==> config.mk <==
export PLATFORM = sky130hd
export DESIGN_NAME = hist_acq_ctrl
export DESIGN_NICKNAME = d
export VERILOG_FILES = /design/src/rtl/hist_pkg.sv /design/src/rtl/hist_rmw_pipe.sv /design/src/rtl/hist_acq_ctrl.sv
export SDC_FILE = /design/constraint.sdc
export NUM_CORES = 1
export LEC_CHECK = 0
export CELL_PAD_IN_SITES_DETAIL_PLACEMENT = 1
export CELL_PAD_IN_SITES_GLOBAL_PLACEMENT = 1
export CORE_AREA = 8 8 180 182
export DETAILED_ROUTE_END_ITERATION = 12
export DIE_AREA = 0 0 188 190
export PLACE_DENSITY_LB_ADDON = 0.1
export SYNTH_ARGS = -nofsm -noshare
export SYNTH_HDL_FRONTEND = slang
export SYNTH_HIERARCHICAL = 1
export SYNTH_SLANG_ARGS = --single-unit
==> constraint.sdc <==
create_clock -name clk -period 11.7 [get_ports clk]
set_input_delay 2.34 -clock clk [delete_from_list [all_inputs] [get_ports clk]]
set_output_delay 2.34 -clock clk [all_outputs]
set_load 0.005 [all_outputs]
==> src/rtl/hist_pkg.sv <==
// Shared types and helpers for the histogram acquisition controller.
package hist_pkg;

    typedef enum logic [2:0] {
        IDLE,
        CLEAR,
        ACQ,
        DRAIN,
        READ
    } state_t;

    localparam int unsigned DRAIN_CYC = 2;

    // Saturating increment of the low `width` bits of val (width <= 32).
    function automatic logic [31:0] sat_inc(input logic [31:0] val, input int unsigned width);
        logic [31:0] cap;
        cap = (width >= 32) ? 32'hFFFF_FFFF : ((32'd1 << width) - 32'd1);
        return (val >= cap) ? cap : val + 32'd1;
    endfunction

endpackage

==> src/rtl/hist_rmw_pipe.sv <==
// Two-stage saturating read-modify-write increment pipe for the histogram BRAM.
module hist_rmw_pipe
    import hist_pkg::*;
#(
    parameter int unsigned ADDR_W = 8,
    parameter int unsigned CNT_W  = 16
) (
    input  logic              clk,
    input  logic              rst,
    input  logic              en,
    input  logic              strobe,
    input  logic [ADDR_W-1:0] addr,
    input  logic [CNT_W-1:0]  rdata,
    output logic              we,
    output logic [ADDR_W-1:0] waddr,
    output logic [CNT_W-1:0]  wdata
);

    logic              s1_valid;
    logic [ADDR_W-1:0] s1_addr;
    logic              w2_valid;
    logic [ADDR_W-1:0] w2_addr;
    logic [CNT_W-1:0]  w2_data;
    logic [CNT_W-1:0]  base;
    logic [CNT_W-1:0]  next_val;

    // rdata misses both the write still on the port and the one committed at the
    // edge that sampled the read (read-first), so either may need forwarding.
    always_comb begin
        base = rdata;
        if (we && waddr == s1_addr) begin
            base = wdata;
        end else if (w2_valid && w2_addr == s1_addr) begin
            base = w2_data;
        end
        next_val = CNT_W'(sat_inc(32'(base), CNT_W));
    end

    always_ff @(posedge clk or posedge rst) begin
        if (rst) begin
            s1_valid <= 1'b0;
            s1_addr  <= '0;
            we       <= 1'b0;
            waddr    <= '0;
            wdata    <= '0;
            w2_valid <= 1'b0;
            w2_addr  <= '0;
            w2_data  <= '0;
        end else begin
            s1_valid <= en && strobe;
            s1_addr  <= addr;
            we       <= s1_valid;
            if (s1_valid) begin
                waddr <= s1_addr;
                wdata <= next_val;
            end
            w2_valid <= we;
            w2_addr  <= waddr;
            w2_data  <= wdata;
        end
    end

endmodule

==> src/rtl/hist_acq_ctrl.sv <==
// Acquisition sequencer: clear histogram, count strobes over a dwell window, stream bins out.
module hist_acq_ctrl
    import hist_pkg::*;
#(
    parameter int unsigned ADDR_W  = 8,
    parameter int unsigned CNT_W   = 16,
    parameter int unsigned DWELL_W = 24
) (
    input  logic               clk,
    input  logic               rst,
    input  logic               start,
    input  logic [DWELL_W-1:0] dwell,
    input  logic [ADDR_W-1:0]  Addr,
    input  logic               Memory_add,
    output logic [ADDR_W-1:0]  mem_raddr,
    input  logic [CNT_W-1:0]   mem_rdata,
    output logic               mem_we,
    output logic [ADDR_W-1:0]  mem_waddr,
    output logic [CNT_W-1:0]   mem_wdata,
    output logic               rd_valid,
    input  logic               rd_ready,
    output logic [ADDR_W-1:0]  rd_addr,
    output logic [CNT_W-1:0]   rd_data,
    output logic               rd_last,
    output logic               busy,
    output logic               done,
    output logic [31:0]        event_cnt
);

    localparam logic [ADDR_W-1:0] LAST_BIN = '1;

    state_t             state;
    state_t             state_nxt;
    logic [ADDR_W-1:0]  clr_addr;
    logic [DWELL_W-1:0] dwell_cnt;
    logic [1:0]         drain_cnt;
    logic               drain_last;
    logic [ADDR_W-1:0]  rptr;
    logic               rd_issued_all;
    logic               rd_inflight;
    logic [ADDR_W-1:0]  rd_inflight_addr;
    logic               rd_issue;
    logic               acq_en;
    logic               pipe_we;
    logic [ADDR_W-1:0]  pipe_waddr;
    logic [CNT_W-1:0]   pipe_wdata;

    hist_rmw_pipe #(
        .ADDR_W(ADDR_W),
        .CNT_W (CNT_W)
    ) u_rmw (
        .clk   (clk),
        .rst   (rst),
        .en    (acq_en),
        .strobe(Memory_add),
        .addr  (Addr),
        .rdata (mem_rdata),
        .we    (pipe_we),
        .waddr (pipe_waddr),
        .wdata (pipe_wdata)
    );

    always_ff @(posedge clk or posedge rst) begin
        if (rst) begin
            state <= IDLE;
        end else begin
            state <= state_nxt;
        end
    end

    always_comb begin
        drain_last = (drain_cnt == 2'(DRAIN_CYC - 1));
        state_nxt  = state;
        busy       = (state != IDLE);
        done       = (state == DRAIN) && drain_last;
        acq_en     = (state == ACQ);
        rd_last    = rd_valid && (rd_addr == LAST_BIN);
        // One read in flight at a time; it is launched only if its data will have a free slot.
        rd_issue   = (state == READ) && !rd_issued_all && !rd_inflight && (!rd_valid || rd_ready);
        mem_raddr  = '0;
        mem_we     = pipe_we;
        mem_waddr  = pipe_waddr;
        mem_wdata  = pipe_wdata;

        case (state)
            IDLE: begin
                if (start) state_nxt = CLEAR;
            end
            CLEAR: begin
                mem_we    = 1'b1;
                mem_waddr = clr_addr;
                mem_wdata = '0;
                if (clr_addr == LAST_BIN) state_nxt = (dwell_cnt == '0) ? DRAIN : ACQ;
            end
            ACQ: begin
                mem_raddr = Addr;
                if (dwell_cnt == DWELL_W'(1)) state_nxt = DRAIN;
            end
            DRAIN: begin
                if (drain_last) state_nxt = READ;
            end
            READ: begin
                mem_raddr = rptr;
                if (rd_valid && rd_ready && rd_last) state_nxt = IDLE;
            end
            default: state_nxt = IDLE;
        endcase
    end

    always_ff @(posedge clk or posedge rst) begin
        if (rst) begin
            clr_addr         <= '0;
            dwell_cnt        <= '0;
            drain_cnt        <= '0;
            event_cnt        <= '0;
            rptr             <= '0;
            rd_issued_all    <= 1'b0;
            rd_inflight      <= 1'b0;
            rd_inflight_addr <= '0;
            rd_valid         <= 1'b0;
            rd_addr          <= '0;
            rd_data          <= '0;
        end else begin
            if (state == IDLE && start) begin
                dwell_cnt     <= dwell;
                event_cnt     <= '0;
                clr_addr      <= '0;
                rptr          <= '0;
                rd_issued_all <= 1'b0;
            end
            if (state == CLEAR) begin
                clr_addr <= clr_addr + 1'b1;
            end
            if (state == ACQ) begin
                dwell_cnt <= dwell_cnt - 1'b1;
                if (Memory_add) event_cnt <= sat_inc(event_cnt, 32);
            end
            drain_cnt <= (state == DRAIN) ? drain_cnt + 2'd1 : 2'd0;

            rd_inflight <= rd_issue;
            if (rd_issue) begin
                rd_inflight_addr <= rptr;
                rptr             <= rptr + 1'b1;
                if (rptr == LAST_BIN) rd_issued_all <= 1'b1;
            end
            if (rd_inflight) begin
                rd_valid <= 1'b1;
                rd_addr  <= rd_inflight_addr;
                rd_data  <= mem_rdata;
            end else if (rd_valid && rd_ready) begin
                rd_valid <= 1'b0;
            end
        end
    end

endmodule

Word level (Yosys, flattened, before mapping). Index checks and enable logic that the tools add are counted.

Register bits after elaboration: 171. Input port bits: 53. Output and inout port bits: 93. Word-level logic and storage cells: 96.

Add/subtract/negate cells: 6. Magnitude comparators: 2. Equality and inequality tests: 16. Mux-type cells: 29. Reduce and logical (&&, ||, !) cells: 23.

Operators with widths (number): 32-bit 2-to-1 mux (4); 16-bit 2-to-1 mux (4); 24-bit 2-to-1 mux (2); 32-bit by 1-bit adder with 32-bit output, second input constant (1); 32-bit greater-or-equal comparator, second input constant (1); 8-bit 2-to-1 mux (4); 24-bit by 1-bit equality test with 1-bit output, second input constant (1); 8-bit equality test, second input constant (3); 24-bit logical NOT (1); 24-bit by 1-bit subtractor with 24-bit output, second input constant (1); 16-bit by 1-bit adder with 16-bit output, second input constant (1); 8-bit by 1-bit adder with 8-bit output, second input constant (2); 8-bit equality test (2); 16-bit greater-or-equal comparator, second input constant (1); 8-bit case mux with 2 select lines (1); 3-bit 2-to-1 mux (5); 3-bit case mux with 5 select lines (1); 1-bit logical AND (11); 2-bit inequality test, second input constant (4); 2-bit nonzero test (4); 1-bit 2-to-1 mux (7); 3-bit by 2-bit equality test with 1-bit output, second input constant (2); 5-bit AND reduction (1); 3-bit by 1-bit equality test with 1-bit output, second input constant (1); 9 further kinds (11).

Depth between registers and ports, before layout. Gate-level depths: netlist of run 1.

Word-level depth: 6. Mapped depth: 13. Gate-level depth less buffers: 11.

Modules after synthesis. Netlist of run 1, hierarchy kept.

Modules (own cells, without submodules): hist_acq_ctrl (instances 1, cells each 638, area an instance 5826.8 µm², seq. area each 2802.7 µm²); hist_rmw_pipe (instances 1, cells each 249, area an instance 2906.5 µm², seq. area each 1476.4 µm²).

Least setup slack after synthesis of run 1. OpenSTA, ideal clock, no wires.

Kind: input to output. From: input Addr[0]. To: output mem_raddr[0]. Arrival time: 2539 ps. Data required time: 9360 ps. Setup slack: 6821 ps. Cell stages on the path: 2. Path buffers: 0. Path through: a22oi_1 -> nor2_1.

Longest elaborated chain between the ends: 1.

RTL lines: start: declaration (RTL line hist_acq_ctrl.sv:13) `input logic [ADDR_W-1:0] Addr,`; 8-bit case mux with 2 select lines (RTL line hist_acq_ctrl.sv:85) `case (state)`; end: declaration (RTL line hist_acq_ctrl.sv:15) `output logic [ADDR_W-1:0] mem_raddr,`.

Every way passes these cells.

Worst setup path after layout of run 1.
From: input Addr[2]. To: output mem_raddr[2].

The elaborated chain is that of the path after synthesis.

==> metrics, run 1 <==
count of final setup violators 0; largest net degree at the start of global routing 66; warnings from Yosys 6; outcome complete, no violations; drt wl/cell 19.5 um; layout cells sized above 1 11.2%; Total GRT Usage 15.7%; layout overhead on the synthesized area 28.1%; Iteration-0 DRC Markers 368; CTS Hold Buffers Added 0; synthesis-stage register bit count 171; Post-DRT Antenna Nets 0; first-pass GRT wire length 45400 um; Overflow after GRT 0; WS Path Type input pin to primary output; Synth top area share 49.0%; routability cong. 0.743; P_sw 547 uW; Fmax 168 MHz; worst-path maximum fanout 2; core area 29400 sq um; Post-DP HPWL 19500 um; Die Y 190 um; Hold Path Sink u_rmw/w2_valid$_DFF_PP0_; predominant post-synthesis flop cell dfrtp_1; Final #Nets 1073; part of the Yosys area used for sequential elements 49.0%; Crit path arrival time 3610 ps; peak supply drop 0.0843 mV; initial core utilization 29.7%; post-DR vias/cell 5.16; Syn Nets 947; Pwr Density 157 nW/um^2; Reg2Reg Setup Slack 7910 ps; Synth area leader dfrtp_1; Tmin final 5950 ps; CP endpoint kind primary output; # rows 63; setup TNS 0 ps; Int Power 1.20 mW; Max transition margin 26.8%; wirelength, routed 27600 um; hold path start u_rmw/we$_DFF_PP0_; CTS root buffer clkbuf_16; Synth cell types 75; R2R cell count 9; Mean Syn Cell Area 9.85 sq um; # resized after CTS 0; initial antenna violation count 1; number of global-route vias before repair 7750; Leak 4.52 nW; RSZ-0062 raised after global routing false; # H-tree levels 4; CTS tree yes; WP data required 9360 ps; Sequential Power Share 43.1%; die footprint 35700 sq um; ant diodes 0; Num CTS Buffers 17; mapped cell area 8730 sq um; Hold Crit Class flop to flop; Post-synth ARST share 100%; Pre-antenna DRT Iters 4; Max Cap Violations 0; clk slew on worst S/H paths 70 ps; Area contributors post-synth dfrtp_1 49%, mux2_2 5.0%, nand2_1 4.5%; Post-synth EDFFs 0; Crit Reg-Reg Startpoint u_rmw/s1_addr[6]$_DFF_PP0_; setup repair bufs after CTS 0; critical path launch point type input pin; final hold violation count 0; Worst Hold Slack 410 ps; Port-buffer cells 145; # DRC 0; Ports 146; clock share of power 36.7%; die width 188 um; Clock Skew 24.5 ps; worst skew pair latency 440 ps; Tcrit/Tclk final 50.9%; clk sinks 171; cell count after synthesis 887; clock buffer depth 2; Final Slew Violations 0; routed vias 7311; Switching Fraction 31.3%; Least-Margin Pin Slew 1090 ps; Hold Crit Depth 0; reg2reg end u_rmw/wdata[10]$_DFFE_PP0P_; Overall Power 1.75 mW; Logic pwr share 20.3%
[per-layer routing]
layer / global-route usage, % / routed length [um] / share of wire, % / vias to the layer above
li1: - / - / - / 3493
met2: 26.4 / 13700 / 49 / 106
met3: 3.06 / 834 / 3.0 / 16
met5: 0 / 13 / 0.047 / -
met1: 20.6 / 12900 / 47 / 3694
met4: 3.24 / 179 / 0.65 / 2
[per-stage QoR]
stage	cell area [sq um]	cells	utilization [%]	worst slack, ps
floorplan	8730	887	-	6400
global placement	10500	1384	35.8	5760
detailed placement	10500	1384	35.8	5750
CTS	11200	1416	38.0	5750
global route	11200	1416	38.0	5680
finish	11200	1416	38.0	5750
[worst max-delay path, stage by stage]
cell             delay, ps
clkdlybuf4s50_1        540
a22oi_1                 90
nor2_1                 130
clkdlybuf4s50_1        520
[power groups by stage]
stage | Clock (mW) | Sequential, mW | Combinational [mW]
2_1_floorplan | 0 | 0.733 | 0.219
3_3_place_gp | 0 | 0.762 | 0.358
3_5_place_dp | 0 | 0.765 | 0.363
4_1_cts | 0.660 | 0.754 | 0.366
5_1_grt | 0.681 | 0.769 | 0.404
6_report | 0.642 | 0.754 | 0.355
[layout by cell type (no fill, tap or decap), drive strengths merged, types with 23 or more instances in the layout]
cell type and count:
dfrtp 171, mux2 40, a21oi 25, nand3 41, nand2 106, inv 32, nor2 68, o21ai 41
and2 26, clkdlybuf4s50 145, a31oi 33, xnor2 23, nor3 30
[cells by family (layout without fill, tap and decap cells)]
group                      count (synthesis)  in the layout  share of synthesized area (%)
AOI/OAI and AO/OA                        188            188                           14.9
xor gates and xnor gates                  29             29                           2.91
adders and majority gates                  7              7                           1.00
buffers and inverters                     72            211                           3.71
DFF                                      171            171                           49.0
muxes                                     54             54                           6.81
and+or+nand+nor                          366            366                           21.6
[layout make-up]
| type | count | area, sq um |
|---|---|---|
| repair buffers | 157 | 1540 |
| multi-input cells | 644 | 4140 |
| flip-flops and latches | 171 | 4280 |
| fillers | 3288 | 18200 |
| clock buffers | 17 | 425 |
| clock inverters | 15 | 223 |
| well taps | 390 | 488 |
| inverters | 22 | 90.1 |
[sequential cells by signal, indices dropped and copies added, names as in the netlist, 16 cells and up]
name           flops
u_rmw/wdata       16
event_cnt         32
u_rmw/w2_data     16
rd_data           16
dwell_cnt         24
[Yosys cell counts, drive strengths merged, types with 7 or more instances]
cell	number
dfrtp	171
nand2	106
nor2	68
nand3	41
o21ai	41
mux2	40
a31oi	33
clkbuf	32
nor3	30
and2	26
a21oi	25
xnor2	23
inv	22
nand4	22
buf	18
and3	15
nor4	15
mux2i	14
a211oi	12
a22oi	12
o211ai	11
or3	10
o31ai	9
a311oi	8
and4	7
ha	7
o311ai	7
[worst max-delay path by stage]
stage / cells past startpoint / slack, ps / endpoint / startpoint
after detailed placement: 4 / 5750 / mem_raddr[5] / Addr[5]
final: 4 / 5750 / mem_raddr[2] / Addr[2]
after floorplan: 1 / 6400 / clr_addr[0]$_DFFE_PP0P_ / rst
after global placement: 4 / 5760 / mem_raddr[2] / Addr[2]
after global routing: 4 / 5680 / mem_raddr[2] / Addr[2]
after CTS: 4 / 5750 / mem_raddr[5] / Addr[5]
No activity file was read; power rests on OpenSTA's default activity.
==> run 2: changes to the inputs <==
clock period = 5.45 ns   (was 11.7 ns; I/O delays follow)
==> run 2 against run 1 <==
Critical path depth up 1. Via count down 0.16%. Global-route usage down 0.16 points. Clock skew down 8.1 ps. Cell area down 0.50%. Flip-flop and latch count unchanged. Hold slack worse by 5.1 ps. Largest power group unchanged. Critical path type is now flop to primary output. Final cell count about the same.
==> metrics, run 2 (synthesis results as in run 1) <==
RSZ-0062 raised after global routing false; Overall Power 3.64 mW; Max Cap Violations 0; # rows 63; reg2reg end u_rmw/wdata[10]$_DFFE_PP0P_; CP max stage cell dfrtp_1; die footprint 35700 sq um; placed cell areas 10500 sq um; Hold Crit Depth 0; number of global-route vias before repair 7711; critical path launch point type flop; die width 188 um; largest net degree at the start of global routing 68; most frequent cells in the layout 171 x dfrtp_1, 145 x clkdlybuf4s50_1, 104 x nand2_1; Tmin final 3820 ps; Num CTS Buffers 17; Leak 4.49 nW; post-DR vias/cell 5.16; routed vias 7299; Crit path arrival time 2730 ps; clk sinks 171; Total GRT Usage 15.5%; Final Slew Violations 0; # H-tree levels 4; Post-DRT Antenna Nets 0; CP endpoint kind primary output; layout cells sized above 1 11.1%; first-pass GRT wire length 44500 um; final instance area 11100 sq um; CTS Hold Buffers Added 0; cells along the critical path inv_1 -> or3_1 -> buf_4 -> o21ai_0 -> clkdlybuf4s50_1; Tcrit/Tclk final 70.0%; crit-path max cell delay 720 ps; Place WS 1770 ps; Final WS setup 1630 ps; Final #Nets 1072; CTS root buffer clkbuf_16; max FFs per register 32; initial core utilization 29.7%; WS Path Type flop to primary output; Die Y 190 um; core area 29400 sq um; layout overhead on the synthesized area 27.4%; Hold Crit Class flop to flop; largest registers event_cnt: 32 flops, dwell_cnt: 24 flops; Fmax 262 MHz; # resized after CTS 0; hold path start u_rmw/we$_DFF_PP0_; routability cong. 0.756; Reg with most FFs event_cnt; Clock Skew 16.3 ps; Port-buffer cells 145; Max transition margin 26.7%; worst skew pair latency 440 ps; Overflow after GRT 0; Hold Path Sink u_rmw/w2_valid$_DFF_PP0_; Iteration-0 DRC Markers 305; commonest non-fill, non-tap cell in the layout dfrtp_1; Pre-antenna DRT Iters 4; Crit Reg-Reg Startpoint u_rmw/s1_addr[3]$_DFF_PP0_; setup TNS 0 ps; clock buffer depth 2; drt wl/cell 19.5 um; Reg2Reg Setup Slack 1730 ps; setup repair bufs after CTS 0; Pwr Density 327 nW/um^2; Final Util 37.8%; Ports 146; Post-DP HPWL 19900 um; clk slew on worst S/H paths 80 ps; ant diodes 0; final hold violation count 0; R2R cell count 9; outcome complete, no violations; peak supply drop 0.204 mV; # DRC 0; Least-Margin Pin Slew 1100 ps; CTS tree yes; count of final setup violators 0; WP data required 4360 ps; initial antenna violation count 1; wirelength, routed 27700 um; worst-path maximum fanout 37
run 2: cell count changes in the layout (fill, tap and decap cells not counted):
cell / delta
inv_6: -2
buf_4: -1
inv_8: +1
clkinv_8: +2
clkinvlp_4: +2
bufinv_16: -3
run 2: final cells by class:
class	instances	area, sq um
Clock inverter	15	174
Clock buffer	17	425
Sequential cell	171	4280
Timing Repair Buffer	156	1530
Tap cell	390	488
Multi-Input combinational cell	644	4140
Inverter	22	90.1
Fill cell	3307	18300
run 2: worst max-delay path by stage:
| stage | start | endpoint | slack [ps] | cells after the start |
|---|---|---|---|---|
| floorplan | rst | clr_addr[0]$_DFFE_PP0P_ | 1400 | 1 |
| global placement | u_rmw/s1_addr[3]$_DFF_PP0_ | u_rmw/wdata[10]$_DFFE_PP0P_ | 1880 | 9 |
| detailed placement | u_rmw/s1_addr[3]$_DFF_PP0_ | u_rmw/wdata[10]$_DFFE_PP0P_ | 1770 | 9 |
| CTS | state[0]$_DFFE_PP0P_ | mem_waddr[4] | 1560 | 5 |
| global route | state[0]$_DFFE_PP0P_ | mem_waddr[4] | 1410 | 5 |
| finish | state[0]$_DFFE_PP0P_ | mem_waddr[4] | 1630 | 5 |
run 2: metrics by stage:
stage,hold slack (ps),std cells
3_5_place_dp,399,1383
4_1_cts,406,1415
5_1_grt,434,1415
2_1_floorplan,352,887
3_3_place_gp,390,1383
6_report,405,1415
run 2: critical path, delay by kind of cell, from the launching register on:
family	cells	cell delay, ps
buffers and inverters	3	990
AO/OA/AOI/OAI	1	240
flip-flops	1	720
AND/OR/NAND/NOR	1	340
run 2: metal layers:
layer	GRT usage [%]	vias up	part of all wire, %
met4	4.64	2	1.2
li1	-	3488	-
met5	0	-	0.047
met1	20.5	3660	47
met2	25.6	125	49
met3	2.76	24	3.1
run 2: report_power, final:
| part | internal (mW) | switching, mW |
|---|---|---|
| registers | 1.42 | 0.195 |
| logic | 0.368 | 0.394 |
| clock network | 0.658 | 0.597 |
==> run 3: changes to the inputs <==
clock period = 3.37 ns   (was 5.45 ns; I/O delays follow)
==> run 3 against run 2 <==
Largest cell class unchanged. Critical endpoint is now u_rmw/wdata[10]$_DFFE_PP0P_. Combinational power grew 71%. Critical path depth rose by 5. Count of clock-buffer cells in the layout increased by 3.
==> metrics, run 3 (synthesis results as in run 1) <==
outcome complete, no violations; met1 global-route usage 20.8%; routed vias 7414; setup TNS 0 ps; Post-DRT Antenna Nets 0; crit-path max cell delay 550 ps; # H-tree levels 4; layout cells sized above 1 13.0%; initial core utilization 29.7%; Crit path arrival time 3460 ps; reg2reg end u_rmw/wdata[10]$_DFFE_PP0P_; core area 29400 sq um; # rows 63; Max Cap Violations 0; CP max stage cell or3_1; Die Y 190 um; critical path launch point type flop; die width 188 um; Reg with most FFs event_cnt; Place WS 236 ps; Sequential Power Share 43.1%; layout overhead on the synthesized area 30.2%; hold path start u_rmw/we$_DFF_PP0_; wirelength, routed 28500 um; Final #Nets 1095; most frequent cells in the layout 171 x dfrtp_1, 145 x clkdlybuf4s50_1, 104 x nand2_1; placed cell areas 10700 sq um; Leak 4.62 nW; clk slew on worst S/H paths 70 ps; Int Power 4.18 mW; Hold Crit Class flop to flop; met3 Resource Use GR 3.15%; Hold Path Sink u_rmw/w2_valid$_DFF_PP0_; Switching Fraction 30.6%; met2 Use GR 27.9%; commonest non-fill, non-tap cell in the layout dfrtp_1; setup repair bufs after CTS 0; peak supply drop 0.286 mV; WP data required 3680 ps; Iteration-0 DRC Markers 365; RSZ-0062 raised after global routing false; Reg2Reg Setup Slack 220 ps; R2R cell count 10; CTS root buffer clkbuf_16; clk sinks 171; area of the multi-input gates 4130 sq um; Total GRT Usage 16.3%; Port-buffer cells 145; ant diodes 0; worst-path maximum fanout 6; Post-DP HPWL 20900 um; Max transition margin 50.4%; Pre-antenna DRT Iters 4; # resized after CTS 0; Storage cell area 4280 sq um; Final Slew Violations 0; Clock Skew 12.5 ps; Least-Margin Pin Slew 744 ps; clock buffer depth 2; CTS tree yes; final instance area 11400 sq um; Crit Reg-Reg Startpoint u_rmw/s1_addr[4]$_DFF_PP0_; Tmin final 3150 ps; Num CTS Buffers 17; Worst Hold Slack 400 ps; Ports 146; Logic pwr share 21.5%; number of global-route vias before repair 8170; cells along the critical path xnor2_1 -> nand3_2 -> or3_1 -> a31oi_2 -> ha_1 -> nand4_2 -> nor3_2 -> xor2_1 -> nor2_1 -> o32a_1; Tcrit/Tclk final 93.3%; max FFs per register 32; worst skew pair latency 430 ps; WS Path Type flop to flop; clock share of power 35.4%; initial antenna violation count 1; post-DR vias/cell 5.16; final hold violation count 0; FILL cells 3292; grt peak-use layer met2; Hold Crit Depth 0; P_sw 1.84 mW; Final WS setup 225 ps; CTS Hold Buffers Added 0; die footprint 35700 sq um; Final Util 38.7%; count of final setup violators 0; largest registers event_cnt: 32 flops, dwell_cnt: 24 flops; CP endpoint kind flop; Overflow after GRT 0; # DRC 0; Pwr Density 529 nW/um^2; routability cong. 0.761; largest net degree at the start of global routing 39; drt wl/cell 19.8 um; first-pass GRT wire length 46900 um; Fmax 318 MHz
[run 3: cell types whose count changed in the layout (fill, tap and decap cells not counted)]
cell,previous run,this run
inv_8,5,0
nor4_2,3,2
bufinv_16,1,3
buf_4,11,30
nor4_1,12,13
clkbuf_8,0,3
inv_4,1,0
clkinv_8,2,0
clkinvlp_4,2,5
buf_12,0,4
[run 3: worst max-delay path: cells and delay by family, from the launching register on]
| kind | cells | cell delay, ps |
|---|---|---|
| AOI/OAI and AO/OA | 2 | 620 |
| and+or+nand+nor | 5 | 1290 |
| adders and majority gates | 1 | 280 |
| DFF | 1 | 410 |
| xor gates and xnor gates | 2 | 420 |
[run 3: metrics by stage]
step,std cells,power [mW]
floorplan,887,3.31
global placement,1406,3.93
detailed placement,1406,3.96
CTS,1438,6.13
global route,1438,6.39
finish,1438,6.02
[run 3: area by class of cell]
| class | instances | share of cell area [%] |
|---|---|---|
| multi-input combinational | 644 | 36.3 |
| clock buffer | 20 | 4.10 |
| sequential | 171 | 37.6 |
| tap | 390 | 4.29 |
| inverter | 22 | 0.803 |
| timing repair buffer | 179 | 15.4 |
| clock inverter | 12 | 1.41 |
[run 3: power by group through the flow]
| stage | combinational, mW | clock, mW | sequential (mW) |
|---|---|---|---|
| 6_report | 1.30 | 2.13 | 2.59 |
| 5_1_grt | 1.47 | 2.27 | 2.65 |
| 4_1_cts | 1.33 | 2.20 | 2.59 |
| 3_5_place_dp | 1.33 | 0 | 2.63 |
| 3_3_place_gp | 1.30 | 0 | 2.63 |
| 2_1_floorplan | 0.761 | 0 | 2.54 |
[run 3: worst max path at each step]
| stage | start | end | slack [ps] | cells past startpoint |
|---|---|---|---|---|
| after global routing | u_rmw/s1_addr[0]$_DFF_PP0_ | u_rmw/wdata[15]$_DFFE_PP0P_ | 30 | 10 |
| after floorplan | u_rmw/s1_addr[7]$_DFF_PP0_ | u_rmw/wdata[10]$_DFFE_PP0P_ | 490 | 13 |
| after detailed placement | u_rmw/s1_addr[4]$_DFF_PP0_ | u_rmw/wdata[15]$_DFFE_PP0P_ | 240 | 10 |
| after CTS | u_rmw/s1_addr[4]$_DFF_PP0_ | u_rmw/wdata[10]$_DFFE_PP0P_ | 210 | 10 |
| after global placement | u_rmw/s1_addr[4]$_DFF_PP0_ | u_rmw/wdata[15]$_DFFE_PP0P_ | 340 | 10 |
| final | u_rmw/s1_addr[4]$_DFF_PP0_ | u_rmw/wdata[10]$_DFFE_PP0P_ | 220 | 10 |
[run 3: routing by layer]
metal,wire [um],part of all wire [%]
met1,13100,46
met2,14200,50
met3,867,3.0
met4,342,1.2
met5,13,0.046
